### config.mk
export PLATFORM = sky130hd
export DESIGN_NAME = mul_pipe_ctrl
export DESIGN_NICKNAME = d
export VERILOG_FILES = /design/src/rtl/mul_pipe_ctrl.sv
export SDC_FILE = /design/constraint.sdc
export NUM_CORES = 1
export LEC_CHECK = 0
export ABC_AREA = 0
export CAP_MARGIN = 20
export CORE_ASPECT_RATIO = 1.1
export CORE_MARGIN = 10
export CORE_UTILIZATION = 30
export DETAILED_ROUTE_END_ITERATION = 7
export PLACE_DENSITY = 0.74
export SETUP_SLACK_MARGIN = 0.4
export SYNTH_ARGS = -nofsm -noshare
export SYNTH_HDL_FRONTEND = slang
export SYNTH_SLANG_ARGS = --single-unit
### constraint.sdc
create_clock -name clk -period 1.5 [get_ports clk]
set_clock_uncertainty 0.05 [all_clocks]
set_input_delay 0.375 -clock clk [delete_from_list [all_inputs] [get_ports clk]]
set_output_delay 0.375 -clock clk [all_outputs]
set_load 0.005 [all_outputs]
### src/rtl/mul_pipe_ctrl.sv
// Sequencing controller for the pipelined Booth/Wallace multiplier datapath.
// Tracks valid/op/tag per datapath stage, drives stage capture enables with a
// backpressure chain, extends operands, and selects the returned product half.
module mul_pipe_ctrl #(
   parameter int unsigned DATA_W = 32,
   parameter int unsigned STAGES = 2,
   parameter int unsigned TAG_W  = 5
) (
   input  logic                  clk,
   input  logic                  resetn,
   input  logic                  in_valid,
   output logic                  in_ready,
   input  logic [1:0]            in_op,
   input  logic [DATA_W-1:0]     in_a,
   input  logic [DATA_W-1:0]     in_b,
   input  logic [TAG_W-1:0]      in_dest,
   input  logic                  flush,
   output logic [DATA_W:0]       dp_a,
   output logic [DATA_W:0]       dp_b,
   output logic [STAGES-1:0]     dp_en,
   input  logic [2*DATA_W-1:0]   dp_prod,
   output logic                  out_valid,
   input  logic                  out_ready,
   output logic [DATA_W-1:0]     out_result,
   output logic [TAG_W-1:0]      out_dest,
   output logic                  busy,
   output logic [31:0]           done_cnt,
   output logic [31:0]           stall_cnt
);

   localparam int unsigned Last = STAGES - 1;

   localparam logic [1:0] OpMul   = 2'b00;
   localparam logic [1:0] OpMulh  = 2'b01;
   localparam logic [1:0] OpMulhu = 2'b10;

   logic [STAGES-1:0]            v_q, v_d;
   logic [STAGES-1:0][1:0]       op_q, op_d;
   logic [STAGES-1:0][TAG_W-1:0] dest_q, dest_d;
   logic [31:0]                  done_cnt_q, done_cnt_d;
   logic [31:0]                  stall_cnt_q, stall_cnt_d;

   logic [STAGES-1:0]            stall;
   logic                         accept;
   logic                         sx;
   logic                         hi_sel;

   // Backpressure chain: a stage stalls only if it holds an op and everything
   // downstream of it is also blocked.
   always_comb begin
      logic run;
      stall = '0;
      run = v_q[Last] & ~out_ready;
      stall[Last] = run;
      for (int k = int'(STAGES) - 2; k >= 0; k--) begin
         run = v_q[k] & run;
         stall[k] = run;
      end
   end

   // Handshake, capture enables and operand extension (sign only for MULH).
   always_comb begin
      dp_en    = ~stall;
      in_ready = ~stall[0] & ~flush;
      accept   = in_valid & in_ready;
      sx       = (in_op == OpMulh);
      dp_a     = {sx & in_a[DATA_W-1], in_a};
      dp_b     = {sx & in_b[DATA_W-1], in_b};
   end

   // Stage tracking next-state: load stage 0 from the request, shift the rest.
   always_comb begin
      v_d    = v_q;
      op_d   = op_q;
      dest_d = dest_q;
      if (dp_en[0]) begin
         v_d[0]    = accept;
         op_d[0]   = in_op;
         dest_d[0] = in_dest;
      end
      for (int k = 1; k < int'(STAGES); k++) begin
         if (dp_en[k]) begin
            v_d[k]    = v_q[k-1];
            op_d[k]   = op_q[k-1];
            dest_d[k] = dest_q[k-1];
         end
      end
      if (flush) begin
         v_d = '0;
      end
   end

   // Result presentation; payload is zeroed whenever nothing is valid.
   always_comb begin
      out_valid  = v_q[Last];
      hi_sel     = (op_q[Last] == OpMulh) || (op_q[Last] == OpMulhu);
      out_result = '0;
      out_dest   = '0;
      if (out_valid) begin
         out_result = hi_sel ? dp_prod[2*DATA_W-1:DATA_W] : dp_prod[DATA_W-1:0];
         out_dest   = dest_q[Last];
      end
      busy = |v_q;
   end

   // Completion and stall counters, wrapping naturally.
   always_comb begin
      done_cnt_d  = done_cnt_q;
      stall_cnt_d = stall_cnt_q;
      if (out_valid && out_ready) begin
         done_cnt_d = done_cnt_q + 32'd1;
      end
      if (out_valid && !out_ready) begin
         stall_cnt_d = stall_cnt_q + 32'd1;
      end
   end

   assign done_cnt  = done_cnt_q;
   assign stall_cnt = stall_cnt_q;

   // State registers; reset drops all in-flight ops at once.
   always_ff @(posedge clk or negedge resetn) begin
      if (!resetn) begin
         v_q         <= '0;
         op_q        <= '0;
         dest_q      <= '0;
         done_cnt_q  <= '0;
         stall_cnt_q <= '0;
      end else begin
         v_q         <= v_d;
         op_q        <= op_d;
         dest_q      <= dest_d;
         done_cnt_q  <= done_cnt_d;
         stall_cnt_q <= stall_cnt_d;
      end
   end

   // OpMul is named for readability of the op map; low half is the default.
   logic unused_opmul;
   assign unused_opmul = ^OpMul;

endmodule

---- Word-level counts from Yosys, hierarchy flattened ----
Index checks and enable logic that the tools add are counted.
storage, ports and cells
  register bits ........................... 80
operators by class
  bitwise logic cells ..................... 10
  muxes and demuxes ....................... 6
  $add $sub $neg .......................... 2
  reductions and logical operators ........ 7
  eq/ne operators ......................... 3
operators by type and width
  cell                     count
  $add A32 B1 Y32 const B  2
  $mux W32                 2
  $and A1 B1 Y1            6
  $mux W5                  1
  $eq A2 B1 Y1 const B     2
  $reduce_bool A2 Y1       2
  $not A1 Y1               3
  $eq A2 B2 Y1 const B     1
  $logic_and A1 B1 Y1      2
  $mux W1                  2
  $mux W2                  1
  $not A2 Y2               1
  $reduce_or A2 Y1         1
  $logic_not A1 Y1         1
  $logic_or A1 B1 Y1       1

---- Logic depth before layout (Yosys ltp) ----
  depth after elaboration ................. 8
  mapped depth ............................ 6
  depth with buffers taken out ............ 5

---- Worst setup path after synthesis ----
OpenSTA, ideal clock, no wires.
  kind .................................... reg-to-output
  start point ............................. register op_q[3] (netlist name)
  end point ............................... output port out_result[10]
  data required time ...................... 1.075 ns
  buffers on the path ..................... 1
  arrival time ............................ 1.239 ns
  setup slack ............................. -0.164 ns
  stages on the path, launching flop included .. 5
  cell sequence ........................... dfrtp_1 -> xnor2_1 -> clkbuf_1 -> nand2_1 -> a21boi_0
between the ends
  cells in the longest elaborated chain, start to end .. 4
ends and longest elaborated chain
  item                                          RTL line  RTL
  start, declared                               38        logic [STAGES-1:0][1:0] op_q, op_d;
  start signal, assigned                        131       op_q <= op_d;
  $eq A2 B1 Y1 or $eq A2 B2 Y1 (tied branches)  96        hi_sel = (op_q[Last] == OpMulh) || (op_q[Last] == OpMulhu);
  $logic_or A1 B1 Y1 (*)                        96
  $mux W32 (*)                                  100       out_result = hi_sel ? dp_prod[2*DATA_W-1:DATA_W] : dp_prod[DATA_W-1:0];
  $mux W32 (*)                                  99        if (out_valid) begin
  end, declared                                 24        output logic [DATA_W-1:0] out_result,
Mark *: on every way between the ends. The rest lies on a longest branch, timed or not.

---- Worst setup path after layout ----
  start point ............................. register op_q[2] (netlist name)
  end point ............................... output port out_result[10]
The elaborated chain is that of the path after synthesis.

==> metrics.yaml <==
run_status:
  run_status: "complete, but fails checks"
  violations: "hold timing, setup timing"
floorplan:
  core_box_area_um2: 15100
  die_y_um: 150
  die_area_um2: 20700
  die_width_um: 138
  placementRows: 47
  io_pins: 312
  initial_utilization_pct: 30.5
setup_path:
  crit_fanout: 6
  worstPathArrival_ps: 1730
  critPathSlowestCell: "sky130_fd_sc_hd__dfrtp_2"
  critical_path.reg2reg.startpoint: "v_q[1]"
  rrSetupSlack_ps: -420
  path_class: "flip-flop to output port"
  critPathMaxStageDelay_ps: 480
  critical_path.cell_chain: "xnor2_4 > buf_12 > buf_8 > nand2_4 > a21boi_4 > buf_2"
  critPathCaptureType: "output port"
  worst_ep_required_ps: 1070
  timing.critical_path.from_type: "flip-flop"
  critical_path.startpoint: "op_q[2]"
cells_and_area:
  fillers: 1198
  fin_nets: 934
  finalCoreUtilization_pct: 59.1
  area_delta_synth_final_pct: 93.8
  seq_area_um2: 2010
  drive_gt1_share_pct: 58.6
  multiInputGateArea_um2: 2810
sta:
  clock.fmax_mhz: 464
  setup_total_negative_slack_ps: -42250
  worst_pin_slew_ps: 521
  rsz0062_at_grt: "true"
  postLayoutSetupSlackWorst_ps: -656
  finalSetupViolCount: 118
  max_slew_violation_total_from_the_final_report: 0
  report.final.hold_viol_count: 27
  finalHoldWorstSlack_ps: -78.1
  min_period_over_period_pct: 144
  timing.slew.headroom_pct: 65.2
  layout_min_cycle_time_ps: 2160
global_routing:
  grt_start_max_net_pins: 32
  grt_pass1_vias: 5183
  grt_first_pass_wirelength_mm: 31.7
  globalRouteTotalUtil_pct: 20.4
  grt_overflow_total: 0
  grt_antenna_before_repair: 1
yosys:
  synth_edf_count: 0
  ys_seq_elements: 80
  synth.top_cells.by_count: "sky130_fd_sc_hd__nand2_1 (105), sky130_fd_sc_hd__dfrtp_1 (80), sky130_fd_sc_hd__buf_4 (64), sky130_fd_sc_hd__xnor2_1 (54), sky130_fd_sc_hd__nand4_1 (34)"
  synth.most_common_cell: "sky130_fd_sc_hd__nand2_1"
  yosysSeqAreaShare_pct: 43.6
  synth_largest_area_cell: "sky130_fd_sc_hd__dfrtp_1"
  synthesis.yosys.warnings: 0
  synth_top_cells_by_area: "sky130_fd_sc_hd__dfrtp_1 (44%), sky130_fd_sc_hd__buf_4 (10%), sky130_fd_sc_hd__xnor2_1 (10%)"
  synth_cell_type_count: 33
  syn-cell-area_um2: 4590
  synth_top_area_share_pct: 43.6
  top_flip_flop_cell_by_instance_count_after_synthesis: "sky130_fd_sc_hd__dfrtp_1"
  synthCells: 489
  syn_area_per_cell_um2: 9.39
  postSynth.asyncResetShare_pct: 100
  synthesis.nets: 631
placed_design:
  gpl.final_weighted_congestion: 0.858
  detailed_place_hpwl_mm: 15.8
  place_ws_ps: -740
  port_buffers: 187
cts:
  cts-root-buf: "sky130_fd_sc_hd__clkbuf_16"
  cts-htree-levels: 3
  insertion_delay_ps: 350
  tritoncts: "built"
  cts_num_sinks: 80
  clk_path_buf_depth: 2
  numCtsBuffers: 9
  clkTransAtPathRegs_ps: 60
power_and_ir_drop:
  seqPwrFrac_pct: 34.1
  power.static_leakage_nw: 4.38
  switching_share_pct: 27.5
  cellPowerDensity_nw_per_um2: 793
  p_total_mw: 7.06
  power.internal_mw: 5.12
  clockPowerShare_pct: 37.3
  power.switching_mw: 1.94
  combinationalPowerShare_pct: 28.7
  ir_drop_v: 0.000609
detailed_routing:
  drt.antenna.violating_nets: 0
  post_drt_wl_per_cell_um: 23.1
  drcViolationCount: 0
  routed_wire_length_mm: 23.0
  detailroute.via_count: 4851
  drt_first_iter_violations: 101
  via_density_per_instance: 4.88
  pre_repair_dr_iteration_count: 7
job:
  max-cap-violations: 0
min_path:
  worst_min_delay_path_category: "input pin to asynchronous set/reset pin"
[routing by layer]
layer / vias up / share of wire [%] / GRT usage (%) / wire [um]
met5: - / 0.58 / 4.79 / 133
met4: 2 / 4.0 / 8.35 / 917
met3: 50 / 12 / 9.93 / 2730
met2: 228 / 52 / 36.5 / 12000
met1: 2377 / 31 / 18.9 / 7180
li1: 2194 / - / - / -
[worst max-delay path, delay by kind of cell, from the launching register on]
family                 cells  cell delay, ps
buffers and inverters      3             440
flip-flops                 1             480
AO/OA/AOI/OAI              1             160
XOR/XNOR                   1             260
AND/OR/NAND/NOR            1              60
[cell type report]
class	instances	area share (%)
Clock inverter	6	1.29
Clock buffer	10	2.68
Timing Repair Buffer	373	38.8
Inverter	5	0.351
Antenna cell	1	0.0281
Tap cell	196	2.76
Sequential cell	80	22.5
Multi-Input combinational cell	323	31.6
[timing repair]
item,4_1_cts,5_1_grt
pin swaps,118,63
setup endpoints to repair,190,189
gates resized for setup,612,101
setup buffers,98,25
endpoints found under the hold margin,27,27
gates cloned,5,0
[power by group through the flow]
stage | combinational, mW | sequential (mW) | clock (mW)
CTS | 1.80 | 2.38 | 2.66
global route | 2.16 | 2.41 | 2.74
detailed placement | 1.30 | 2.49 | 0
floorplan | 0.593 | 2.48 | 0
global placement | 1.28 | 2.48 | 0
finish | 2.02 | 2.40 | 2.63
[stage by stage]
step / cells / cell area (um^2)
global placement: 849 / 6900
CTS: 968 / 8290
floorplan: 489 / 4890
global route: 994 / 8900
detailed placement: 849 / 6900
finish: 994 / 8900
[path summary, 6_finish.rpt]
path,to,depth (start not counted)
min in group clk,op_q[0],3
min reg2reg,dest_q[5],2
max,out_result[10],6
min,done_cnt[26],1
max in group asynchronous,stall_cnt[8],2
max reg2reg,stall_cnt[24],11
[cells in the final DEF (no fill, tap or decap), types with 5 or more instances in the layout]
master	n
sky130_fd_sc_hd__buf_4	103
sky130_fd_sc_hd__buf_6	95
sky130_fd_sc_hd__buf_2	77
sky130_fd_sc_hd__dfrtp_1	76
sky130_fd_sc_hd__clkdlybuf4s50_1	71
sky130_fd_sc_hd__nand2_1	58
sky130_fd_sc_hd__xnor2_1	40
sky130_fd_sc_hd__nand4_1	34
sky130_fd_sc_hd__nand2_2	33
sky130_fd_sc_hd__a21boi_2	25
sky130_fd_sc_hd__buf_12	14
sky130_fd_sc_hd__nand2_4	13
sky130_fd_sc_hd__xnor2_2	13
sky130_fd_sc_hd__nand3_4	10
sky130_fd_sc_hd__clkbuf_16	10
sky130_fd_sc_hd__mux2_4	8
sky130_fd_sc_hd__nand3_2	7
sky130_fd_sc_hd__and3_1	7
sky130_fd_sc_hd__xor2_1	7
sky130_fd_sc_hd__buf_8	7
sky130_fd_sc_hd__a21boi_1	6
sky130_fd_sc_hd__nor2_1	6
sky130_fd_sc_hd__nor2_4	6
sky130_fd_sc_hd__and2_4	5
sky130_fd_sc_hd__nor4_4	5
sky130_fd_sc_hd__and2_1	5
[state kept, by name (all words and copies together) (netlist names)]
name	cells
done_cnt	32
v_q	2
op_q	4
dest_q	10
stall_cnt	32
[logic make-up (layout without fill, tap and decap cells)]
group,count (synthesis),count (layout),synth area share (%)
muxes,8,8,1.96
DFF,80,80,43.6
adders and majority gates,2,2,0.545
xor gates and xnor gates,64,64,12.2
buffers and inverters,86,394,12.5
AOI/OAI and AO/OA,34,34,5.45
and+or+nand+nor,215,215,23.7
other,0,1,0
(Power assumes the default switching activity.)
